--- src/rtl/a_rf_loader.sv ---
// Write-side sequencer for the DSP slice A-operand shift register file:
// shifts N streamed words in, then replays R read passes oldest-first.
module a_rf_loader #(
    parameter int RF_DEPTH = 8,
    parameter int AW       = 3,
    parameter int DW       = 30
) (
    input  logic          CLK,
    input  logic          RSTN,
    input  logic          CFG_VALID,
    input  logic [3:0]    CFG_COUNT,
    input  logic [3:0]    CFG_REUSE,
    input  logic          CFG_MDR,
    input  logic          S_VALID,
    output logic          S_READY,
    input  logic [DW-1:0] S_DATA,
    output logic [DW-1:0] A,
    output logic          RF_load,
    output logic [AW-1:0] A_addr,
    output logic          MDR,
    output logic          RD_VALID,
    output logic          BUSY,
    output logic          DONE,
    output logic          ERR
);

    typedef enum logic [2:0] {
        IDLE,
        LOAD,
        SETTLE,
        READ,
        FIN
    } state_t;

    state_t        state;
    logic [3:0]    n_q;
    logic [3:0]    r_q;
    logic          mdr_q;
    logic [3:0]    word_cnt;
    logic [3:0]    pass_cnt;

    logic          cfg_bad;
    logic          s_hs;
    logic [AW-1:0] start_addr;
    logic [AW-1:0] addr_step;

    // NOTE: every always_comb output gets a default first, so no path can infer a latch.
    always_comb begin
        cfg_bad    = 1'b0;
        s_hs       = 1'b0;
        start_addr = '0;
        addr_step  = AW'(1);
        cfg_bad    = (CFG_COUNT == 4'd0) || (CFG_COUNT > 4'(RF_DEPTH)) ||
                     (CFG_MDR && CFG_COUNT[0]);
        s_hs       = S_VALID && S_READY;
        // Oldest word sits at N-1; in MDR mode reads address the low entry of each pair.
        start_addr = mdr_q ? AW'(n_q - 4'd2) : AW'(n_q - 4'd1);
        addr_step  = mdr_q ? AW'(2) : AW'(1);
    end

    // NOTE: sequential state uses non-blocking assignments only, so every register
    // samples pre-edge values regardless of statement order.
    always_ff @(posedge CLK or negedge RSTN) begin
        if (!RSTN) begin
            state    <= IDLE;
            n_q      <= '0;
            r_q      <= '0;
            mdr_q    <= 1'b0;
            word_cnt <= '0;
            pass_cnt <= '0;
            A        <= '0;
            RF_load  <= 1'b0;
            A_addr   <= '0;
            MDR      <= 1'b0;
            RD_VALID <= 1'b0;
            S_READY  <= 1'b0;
            BUSY     <= 1'b0;
            DONE     <= 1'b0;
            ERR      <= 1'b0;
        end else begin
            RF_load <= 1'b0;
            ERR     <= 1'b0;
            DONE    <= 1'b0;
            unique case (state)
                IDLE: begin
                    if (CFG_VALID) begin
                        n_q      <= CFG_COUNT;
                        r_q      <= CFG_REUSE;
                        mdr_q    <= CFG_MDR;
                        word_cnt <= '0;
                        pass_cnt <= '0;
                        if (cfg_bad) begin
                            ERR <= 1'b1;
                        end else begin
                            state   <= LOAD;
                            S_READY <= 1'b1;
                            BUSY    <= 1'b1;
                            MDR     <= CFG_MDR;
                        end
                    end
                end
                LOAD: begin
                    if (s_hs) begin
                        A        <= S_DATA;
                        RF_load  <= 1'b1;
                        word_cnt <= word_cnt + 4'd1;
                        if (word_cnt == n_q - 4'd1) begin
                            state   <= SETTLE;
                            S_READY <= 1'b0;
                        end
                    end
                end
                SETTLE: begin
                    if (r_q != 4'd0) begin
                        state    <= READ;
                        RD_VALID <= 1'b1;
                        A_addr   <= start_addr;
                    end else begin
                        state <= FIN;
                        DONE  <= 1'b1;
                    end
                end
                READ: begin
                    if (A_addr == '0) begin
                        pass_cnt <= pass_cnt + 4'd1;
                        if (pass_cnt == r_q - 4'd1) begin
                            state    <= FIN;
                            RD_VALID <= 1'b0;
                            A_addr   <= '0;
                            DONE     <= 1'b1;
                        end else begin
                            A_addr <= start_addr;
                        end
                    end else begin
                        A_addr <= A_addr - addr_step;
                    end
                end
                FIN: begin
                    state <= IDLE;
                    BUSY  <= 1'b0;
                    MDR   <= 1'b0;
                end
                default: state <= IDLE;
            endcase
        end
    end

endmodule

--- config.mk ---
export PLATFORM = sky130hd
export DESIGN_NAME = a_rf_loader
export DESIGN_NICKNAME = d
export VERILOG_FILES = /design/src/rtl/a_rf_loader.sv
export SDC_FILE = /design/constraint.sdc
export NUM_CORES = 1
export LEC_CHECK = 0
export CORE_ASPECT_RATIO = 0.8
export CORE_UTILIZATION = 47
export CTS_CLUSTER_SIZE = 20
export DETAILED_ROUTE_END_ITERATION = 7
export PLACE_DENSITY = 0.79
export RECOVER_POWER = 50
export SLEW_MARGIN = 20
export SYNTH_ARGS = -nofsm -noshare
export SYNTH_HDL_FRONTEND = slang
export SYNTH_SLANG_ARGS = --single-unit
--- constraint.sdc ---
create_clock -name CLK -period 1.9 [get_ports CLK]
set_input_delay 0.285 -clock CLK [delete_from_list [all_inputs] [get_ports CLK]]
set_output_delay 0.285 -clock CLK [all_outputs]
set_load 0.03 [all_outputs]
==> parameters.txt, run 1 <==
Parameter                              Value

STA
  Fin crit share    a little over nine tenths
  Finish-stage setup viols    0
  Slew at the pin closest to its max-slew limit    just under 1 ns
  RSZ-0062 raised after global routing    no
  Worst clock skew    0.007941 ns
  Max Freq    approximately 0.55 GHz
  Count of final max-slew check failures    0
  Setup TNS Final    0 ns
  Count of final hold-check violations    0
  Post-layout min period    between 1.5 and 2 ns
  Worst rel slew slack    between 30% and 40%

Power and ir drop
  Leak Pwr    between 1.5 and 2 nW
  PD cells    about 1800 mW/mm^2
  Maximum VDD drop    1.040 mV

Detailed routing
  Number of iterations in the first detailed-routing pass    5
  Average wire per cell in the routed design    between 10 and 15 um
  Count of antenna-violating nets left after detailed routing    0
  Detail-routed via count per cell    approximately 5.1
  Total wirelength of the detailed-routed design    7.064 mm
  Overall via count from detail_route    2,508
  Iter 0 DRT Violations    230
  Count of unresolved DRC violations after routing    0

Final layout
  Final nets    approximately 460
  Area Growth Syn to Fin    40.99%
  Antenna diodes    0
  Number of fillers in the final layout    around 460
  Combined area of the multi-input logic cells    about 0.0013 sq mm
  Register area    approximately 0.0015 sq mm
  Core Util, Final    71.28%
  Layout cell share with drive strength beyond 1    between 7 and 8%

Floorplan
  Core Region    0.005645 sq mm
  Number of primary I/O pins    83
  Chip width    89.12 um
  Die area    approximately 0.0064 sq mm
  Starting density of the core    50.55%
  Number of standard-cell rows in the floorplan    24
  Die height    roughly 72 um

Place
  Placer Congestion    between 0.9 and 1
  Half-perimeter wire length after detailed placement    between 5 and 6 mm
  Count of port buffers added during placement    82

Critical path
  Peak fanout along the critical path    4
  Endpoint type of the worst setup path    register
  Worst endpoint data arrival time    2.02 ns
  Required arrival time at the worst endpoint    between 2 and 2.5 ns
  Type of origin of the critical path    register
  Slack of the worst reg-to-reg path    roughly 0.097 ns
  CP Class    register to register

Clock tree
  Number of setup buffers added after CTS    0
  TritonCTS clock tree    yes
  Max Root-Sink Buffers    2
  CTS clk-pin slew, worst paths    ~0.070 ns
  Clock latency on the worst-skew pair    between 0.3 and 0.4 ns
  Deepest level of the CTS H-tree    3
  Cts bufs inserted    9
  Clock root cell    clkbuf_8
  Clock sink count    60

Synthesis
  Syn avg cell area    9.236 sq um
  Leading area contributor after synthesis    dfrtp_1
  Count of yosys warnings during synthesis    0
  Async SR Flop Fraction    100.0%
  Top cell type's share of synthesized area    ~53%
  Cell count after synthesis    309
  Dominant combinational cell family by area after synthesis    simple AND/OR/NAND/NOR gates
  Net count after synthesis    360
  Leading cell types by total area after synthesis    dfrtp_1 53%, nand2_1 15%, xnor2_1 3.4%
  Most repeated cell in the gate-level netlist after synthesis    nand2_1
  Post-synthesis share of cell area spent on xor and xnor gates    between 6 and 7%
  Adder-Cell Fraction of Synth Area    between 3 and 4%
  Share of the yosys chip area belonging to registers    ~53%
  Area of the mapped netlist    between 0.002 and 0.003 sq mm
  Post-synthesis simple-gate area fraction    around a quarter
  Distinct cell type count after synthesis    between 40 and 50
  Number of flops mapped to enable cells by yosys    0
  Fraction of synthesized area in multiplexers    less than 1%
  Post-synthesis register bit count    60
  Post-synthesis compound-gate area fraction    a little under a tenth
  Most instantiated cells after synthesis    114 x nand2_1, 60 x dfrtp_1, 11 x inv_1, 11 x o21ai_0, 11 x xnor2_1
  Flip-flop cell with the highest count after synthesis    dfrtp_1

Job
  Maximum capacitance violations    0

Global route
  Global-route wire length before repair    around 12 mm
  Maximum number of pins on one net before global-route repair    between 40 and 50
  GRT Residual Overflow    0
  Total global routing track utilization    approximately a quarter
  Antenna violations before repair    0
  Vias in the first global route    ~2,500

Run status
  Status    complete, no violations

Min path
  Worst hold path class    primary input to register
-- cells in the final DEF, fill, tap and decap left out, types with 9 or more instances in the layout --
master	Yosys	layout
dfrtp_1	60	60
clkbuf_8	0	10
o21ai_0	11	11
nand2_1	114	114
xnor2_1	11	11
nand3_1	10	9
clkdlybuf4s50_1	0	81
inv_1	11	11
nor2_1	8	9
-- metrics by stage --
stage	power [mW]	cells	hold slack, ns	setup WS, ns	instance area [sq um]
after global placement	5.956	470	0.2345	0.05781	3849
after global routing	7.620	487	0.4695	0.01871	4024
after detailed placement	6.086	470	0.2347	0.01221	3849
final	7.109	487	0.4715	0.09730	4024
after floorplan	4.579	309	-0.01059	0.1969	2854
after CTS	7.118	487	0.4047	0.09291	4029
-- where the power goes --
group	leakage [nW]	switching, mW	total [mW]	internal [mW]
clock	0.0824	0.489	0.993	0.504
sequential	0.738	0.441	2.27	1.83
combinational	1.03	2.20	3.84	1.64
total	1.85	3.13	7.11	3.98
-- cells by family after synthesis --
group / Yosys count
AND/OR/NAND/NOR: 162
flip-flops: 60
AO/OA/AOI/OAI: 38
buffers and inverters: 22
XOR/XNOR: 18
adder cells (fa/ha/maj): 8
multiplexers: 1
-- worst max-delay path: stages (launching register included) --
cell and delay, ns:
dfrtp_1 0.42, inv_1 0.09, ha_1 0.33, xor2_1 0.15, nand2_1 0.08, or4_1 0.49
o2bb2ai_1 0.14
-- timing repair --
| item | CTS | global route |
|---|---|---|
| resized for setup | 0 | 4 |
| setup endpoints to repair | 0 | 5 |
| hold buffers | 1 | 0 |
| hold endpoints to repair | 17 | 0 |
-- area by class of cell --
type,count,share of cell area (%)
inverters,11,1.026
clock inverters,4,0.6219
multi-input cells,227,31.50
clock buffers,12,3.607
flip-flops and latches,60,37.31
well taps,78,2.425
repair buffers,95,23.51
-- worst paths after layout --
check | start | end | depth (start not counted)
max reg2reg | n_q[0] | S_READY | 6
max in group asynchronous | RSTN | ERR | 3
min in group asynchronous | RSTN | A[2] | 2
max | n_q[0] | S_READY | 6
min reg2reg | A[18] | A[18] | 2
min | S_DATA[27] | A[27] | 3
-- layer usage --
| metal | GRT usage [%] | share of wire, % |
|---|---|---|
| met1 | 34.24 | 43 |
| met2 | 39.27 | 48 |
| met3 | 5.645 | 7.2 |
| met4 | 10.58 | 1.5 |
| met5 | 0 | 0 |
-- flip-flops by register name, indices dropped and copies added, names as in the netlist, 3 cells and up --
name and flops:
A 30, n_q 4, pass_cnt 4, r_q 4, word_cnt 4, A_addr 3, state 3
Power figures use the tool's default switching activity.
==> inputs of run 2 (changes only) <==
Settings changed: CORE_UTILIZATION 47 to 49, CTS_BUF_LIST from default to sky130_fd_sc_hd__clkbuf_4 sky130_fd_sc_hd__clkbuf_8, PLACE_DENSITY 0.79 to 0.82, REMOVE_ABC_BUFFERS from default to 1.
==> parameters.txt, run 2 (same netlist as run 1, synthesis figures left out) <==
Parameter                              Value

STA
  Worst rel slew slack    roughly a fifth
  Slew at the pin closest to its max-slew limit    ~1.2 ns
  Max Freq    ~0.56 GHz
  Setup TNS Final    0 ns
  Post-layout min period    approximately 1.8 ns
  Count of final hold-check violations    0
  Fin crit share    94.28%
  RSZ-0062 raised after global routing    no
  Worst clock skew    ~0.0062 ns
  Finish-stage setup viols    0
  Count of final max-slew check failures    0

Job
  Maximum capacitance violations    0

Clock tree
  Cts bufs inserted    9
  Deepest level of the CTS H-tree    3
  TritonCTS clock tree    yes
  Clock root cell    clkbuf_8
  Clock latency on the worst-skew pair    between 0.3 and 0.4 ns
  CTS clk-pin slew, worst paths    0.07 ns
  Max Root-Sink Buffers    2
  Clock sink count    60
  Number of setup buffers added after CTS    0

Critical path
  Number of cells on the worst reg-to-reg path    6
  CP Class    register to register
  Worst endpoint data arrival time    ~2.0 ns
  Required arrival time at the worst endpoint    ~2.1 ns
  Endpoint type of the worst setup path    register
  FF-to-FF End    S_READY
  Worst path cell trace    inv_1 -> ha_1 -> xor2_1 -> nand2_1 -> or4_1 -> o2bb2ai_1
  Slack of the worst reg-to-reg path    between 0.1 and 0.15 ns
  Cell with the largest stage delay on the worst path    or4_1
  Type of origin of the critical path    register
  Stage delay of the slowest cell on the critical path    between 0.5 and 0.6 ns
  Peak fanout along the critical path    4
  Launch point of the worst reg-to-reg path    n_q[1]

Power and ir drop
  PD cells    between 1500 and 2000 mW/mm^2
  Leak Pwr    roughly 1.9 nW
  Maximum VDD drop    1.061 mV

Global route
  GRT Residual Overflow    0
  Total global routing track utilization    25.69%
  Maximum number of pins on one net before global-route repair    41
  Antenna violations before repair    0
  Global-route wire length before repair    approximately 12 mm
  Vias in the first global route    around 2,400

Detailed routing
  Number of iterations in the first detailed-routing pass    4
  Count of antenna-violating nets left after detailed routing    0
  Overall via count from detail_route    approximately 2,500
  Total wirelength of the detailed-routed design    between 7 and 8 mm
  Detail-routed via count per cell    roughly 5.2
  Count of unresolved DRC violations after routing    0
  Average wire per cell in the routed design    14.71 um
  Iter 0 DRT Violations    279

Floorplan
  Core Region    around 0.0055 sq mm
  Die height    between 70 and 80 um
  Number of primary I/O pins    83
  Number of standard-cell rows in the floorplan    24
  Die area    roughly 0.006 sq mm
  Chip width    ~87 um
  Starting density of the core    between 50 and 60%

Final layout
  Antenna diodes    0
  Flip-flop count of the largest register, all copies and words added    30
  Final nets    between 400 and 500
  Largest register by flop count    A
  Area Growth Syn to Fin    40.82%
  Final Cell Area    between 0.004 and 0.005 sq mm
  Number of fillers in the final layout    436
  Layout cell share with drive strength beyond 1    under 10%
  Most frequent cells in the layout    114 x nand2_1, 79 x clkdlybuf4s50_1, 60 x dfrtp_1
  Most common cell after layout, fill and taps aside    nand2_1

Place
  Placer Congestion    a little under 0.9
  Half-perimeter wire length after detailed placement    about 5.2 mm
  Area of placed instances    ~0.0038 sq mm
  Count of port buffers added during placement    slightly above 80

Min path
  Worst hold start    A[8]
  Worst hold path class    register to register
  Number of cells on the worst hold path    2
  Hold Path Sink    A[8]

Run status
  Status    complete, no violations
[run 2: worst max path at each step]
stage	from	end	slack, ns	cells after the start
final	n_q[1]	S_READY	0.11	6
after global routing	n_q[1]	S_READY	0.01	6
after CTS	r_q[0]	state[0]	0.07	6
after detailed placement	S_VALID	word_cnt[1]	0.002	7
after global placement	S_VALID	S_READY	0.08	5
after floorplan	S_READY	word_cnt[1]	-0.50	5
[run 2: timing repair]
action,CTS,global route
setup endpoints to repair,0,5
gates resized for setup,0,4
hold buffers,1,0
endpoints found under the hold margin,20,0
[run 2: worst max-delay path, delay by kind of cell, from the launching register on]
kind,cells,cell delay (ns)
buffers and inverters,1,0.13
AO/OA/AOI/OAI,1,0.15
flip-flops,1,0.38
AND/OR/NAND/NOR,2,0.60
adder cells (fa/ha/maj),1,0.28
XOR/XNOR,1,0.15
[run 2: per-stage QoR]
step	worst slack [ns]	hold slack [ns]	instances	utilization [%]	power, mW
final	0.1086	0.4727	486	72.74	7.222
after global routing	0.009888	0.4732	486	72.74	7.705
after CTS	0.06964	0.4581	486	72.83	7.200
after detailed placement	0.002188	0.2816	470	69.20	6.051
after global placement	0.07734	0.2703	470	69.20	5.907
after floorplan	-0.4978	-0.01059	298	-	4.529
[run 2: area by class of cell]
class                   count  area (sq um)  share of cell area (%)
clock inverters             5         52.55                   1.308
multi-input cells         227          1271                   31.63
clock buffers              10         137.6                   3.425
well taps                  78         97.59                   2.428
inverters                  11         41.29                   1.027
flip-flops and latches     60          1501                   37.36
repair buffers             95         917.1                   22.82
[run 2: routing by layer]
layer / share of wire (%) / vias to the layer above / GRT usage [%]
met4: 1.3 / 0 / 4.918
met2: 48 / 86 / 39.84
met3: 5.3 / 11 / 7.920
li1: - / 1215 / -
met1: 45 / 1200 / 35.91
met5: 0 / - / 0
[run 2: power by group]
part / internal [mW] / leakage (nW) / switching [mW]
clock network: 0.627 / 0.0979 / 0.490
registers: 1.83 / 0.738 / 0.442
logic: 1.61 / 1.02 / 2.22
==> inputs of run 3 (changes only) <==
Settings changed: CORE_MARGIN from default to 4.
==> parameters.txt, run 3 (same netlist as run 1, synthesis figures left out) <==
Parameter                              Value

Place
  Count of port buffers added during placement    between 80 and 90
  Half-perimeter wire length after detailed placement    5.447 mm
  Number of placed instances with taps included    474
  Worst slack at placement    0.05159 ns
  Placer Congestion    about 0.86
  Area of placed instances    between 0.003 and 0.004 sq mm

Detailed routing
  Count of unresolved DRC violations after routing    0
  Number of iterations in the first detailed-routing pass    4
  Average wire per cell in the routed design    15.39 um
  Iter 0 DRT Violations    approximately 160
  Overall via count from detail_route    2,553
  Total wirelength of the detailed-routed design    7.543 mm
  Count of antenna-violating nets left after detailed routing    0
  Detail-routed via count per cell    5.210

Floorplan
  Starting density of the core    between 50% and 60%
  Die area    around 0.007 sq mm
  Chip width    slightly above 90 um
  Number of standard-cell rows in the floorplan    24
  Number of primary I/O pins    83
  Die height    between 70 and 80 um
  Core Region    between 0.005 and 0.006 sq mm

Power and ir drop
  PD cells    about 1800 mW/mm^2
  Power after layout    around 7.3 mW
  Maximum VDD drop    approximately 0.95 mV
  Leak Pwr    1.881 nW

Clock tree
  TritonCTS clock tree    yes
  Number of setup buffers added after CTS    0
  Clock root cell    clkbuf_8
  Clock latency on the worst-skew pair    ~0.34 ns
  Clock sink count    60
  CTS clk-pin slew, worst paths    about 0.07 ns
  Max Root-Sink Buffers    2
  Cts bufs inserted    9
  Deepest level of the CTS H-tree    3

Global route
  Antenna violations before repair    0
  Global-route wire length before repair    roughly 13 mm
  Maximum number of pins on one net before global-route repair    just over 60
  Total global routing track utilization    22.61%
  GRT Residual Overflow    0
  Vias in the first global route    2,562

STA
  Finish-stage setup viols    0
  Worst clock skew    0.006963 ns
  Count of final hold-check violations    0
  Count of final max-slew check failures    0
  WHS    between 0.4 and 0.5 ns
  Slew at the pin closest to its max-slew limit    around 0.80 ns
  Max Freq    0.5538 GHz
  RSZ-0062 raised after global routing    no
  Fin crit share    between 90 and 100%
  Fin worst setup slack    between 0.09 and 0.1 ns
  Worst rel slew slack    between 40 and 50%
  Post-layout min period    about 1.8 ns
  Setup TNS Final    0 ns

Final layout
  Final Cell Area    0.004063 sq mm
  Number of fillers in the final layout    423
  Flip-flop count of the largest register, all copies and words added    30
  Core Util, Final    around 73%
  Most frequent cells in the layout    114 x nand2_1, 80 x clkdlybuf4s50_1, 60 x dfrtp_1
  Layout cell share with drive strength beyond 1    under 10%
  Antenna diodes    0
  Final nets    roughly 460
  Finished Layout Cells    490
  Largest register by flop count    A
  Area Growth Syn to Fin    42.35%
  Most common cell after layout, fill and taps aside    nand2_1

Critical path
  CP Class    register to register
  Type of origin of the critical path    register
  Endpoint type of the worst setup path    register
  Required arrival time at the worst endpoint    around 2.1 ns
  Worst endpoint data arrival time    between 2 and 2.5 ns
  Peak fanout along the critical path    4
  Slack of the worst reg-to-reg path    between 0.09 and 0.1 ns

Run status
  Status    complete, no violations

Job
  Maximum capacitance violations    0

Min path
  Worst hold path class    primary input to register
## run 3: cell types whose count changed in the layout (fill, tap and decap cells not counted), sizes merged
cell | previous run | this run
buf | 9 | 14
clkdlybuf4s50 | 79 | 80
dlygate4sd3 | 3 | 2
clkbuf | 14 | 13
## run 3: path summary, 6_finish.rpt
kind / from / endpoint / cells after the start
worst min-delay path: S_DATA[3] / A[3] / 3
worst max-delay path: n_q[1] / S_READY / 6
worst max register to register: n_q[1] / S_READY / 6
worst min register to register: A[1] / A[1] / 2
max in group asynchronous: RSTN / A[24] / 3
min in group asynchronous: RSTN / BUSY / 3
## run 3: area by class of cell
| cell class | count | area (sq um) | area share, % |
|---|---|---|---|
| Clock buffer | 10 | 137.6 | 3.388 |
| Clock inverter | 5 | 52.55 | 1.294 |
| Inverter | 11 | 41.29 | 1.016 |
| Multi-Input combinational cell | 227 | 1281 | 31.54 |
| Sequential cell | 60 | 1501 | 36.96 |
| Tap cell | 78 | 97.59 | 2.402 |
| Timing Repair Buffer | 99 | 950.9 | 23.41 |
## run 3: report_power, final
part	internal, mW	switching [mW]	total [mW]
clock network	0.626	0.495	1.12
registers	1.83	0.438	2.27
logic	1.66	2.26	3.92
total	4.12	3.19	7.31
## run 3: repair_timing
item	4_1_cts	5_1_grt
hold endpoints to repair	60	0
endpoints found under the setup margin	0	3
hold buffers	1	0
gates resized for setup	0	3
## run 3: critical path, cell delays in order, from the launching register on
cell       delay [ns]
dfrtp_1          0.38
inv_1            0.11
ha_1             0.28
xor2_1           0.17
nand2_1          0.08
or4_1            0.51
o2bb2ai_1        0.15
## run 3: layer usage
metal / vias up / track usage [%] / wire length (um)
met4: 0 / 6.149 / 125
met1: 1241 / 28.03 / 3127
met5: - / 0 / 0
li1: 1226 / - / -
met2: 72 / 38.40 / 3947
met3: 14 / 6.417 / 344
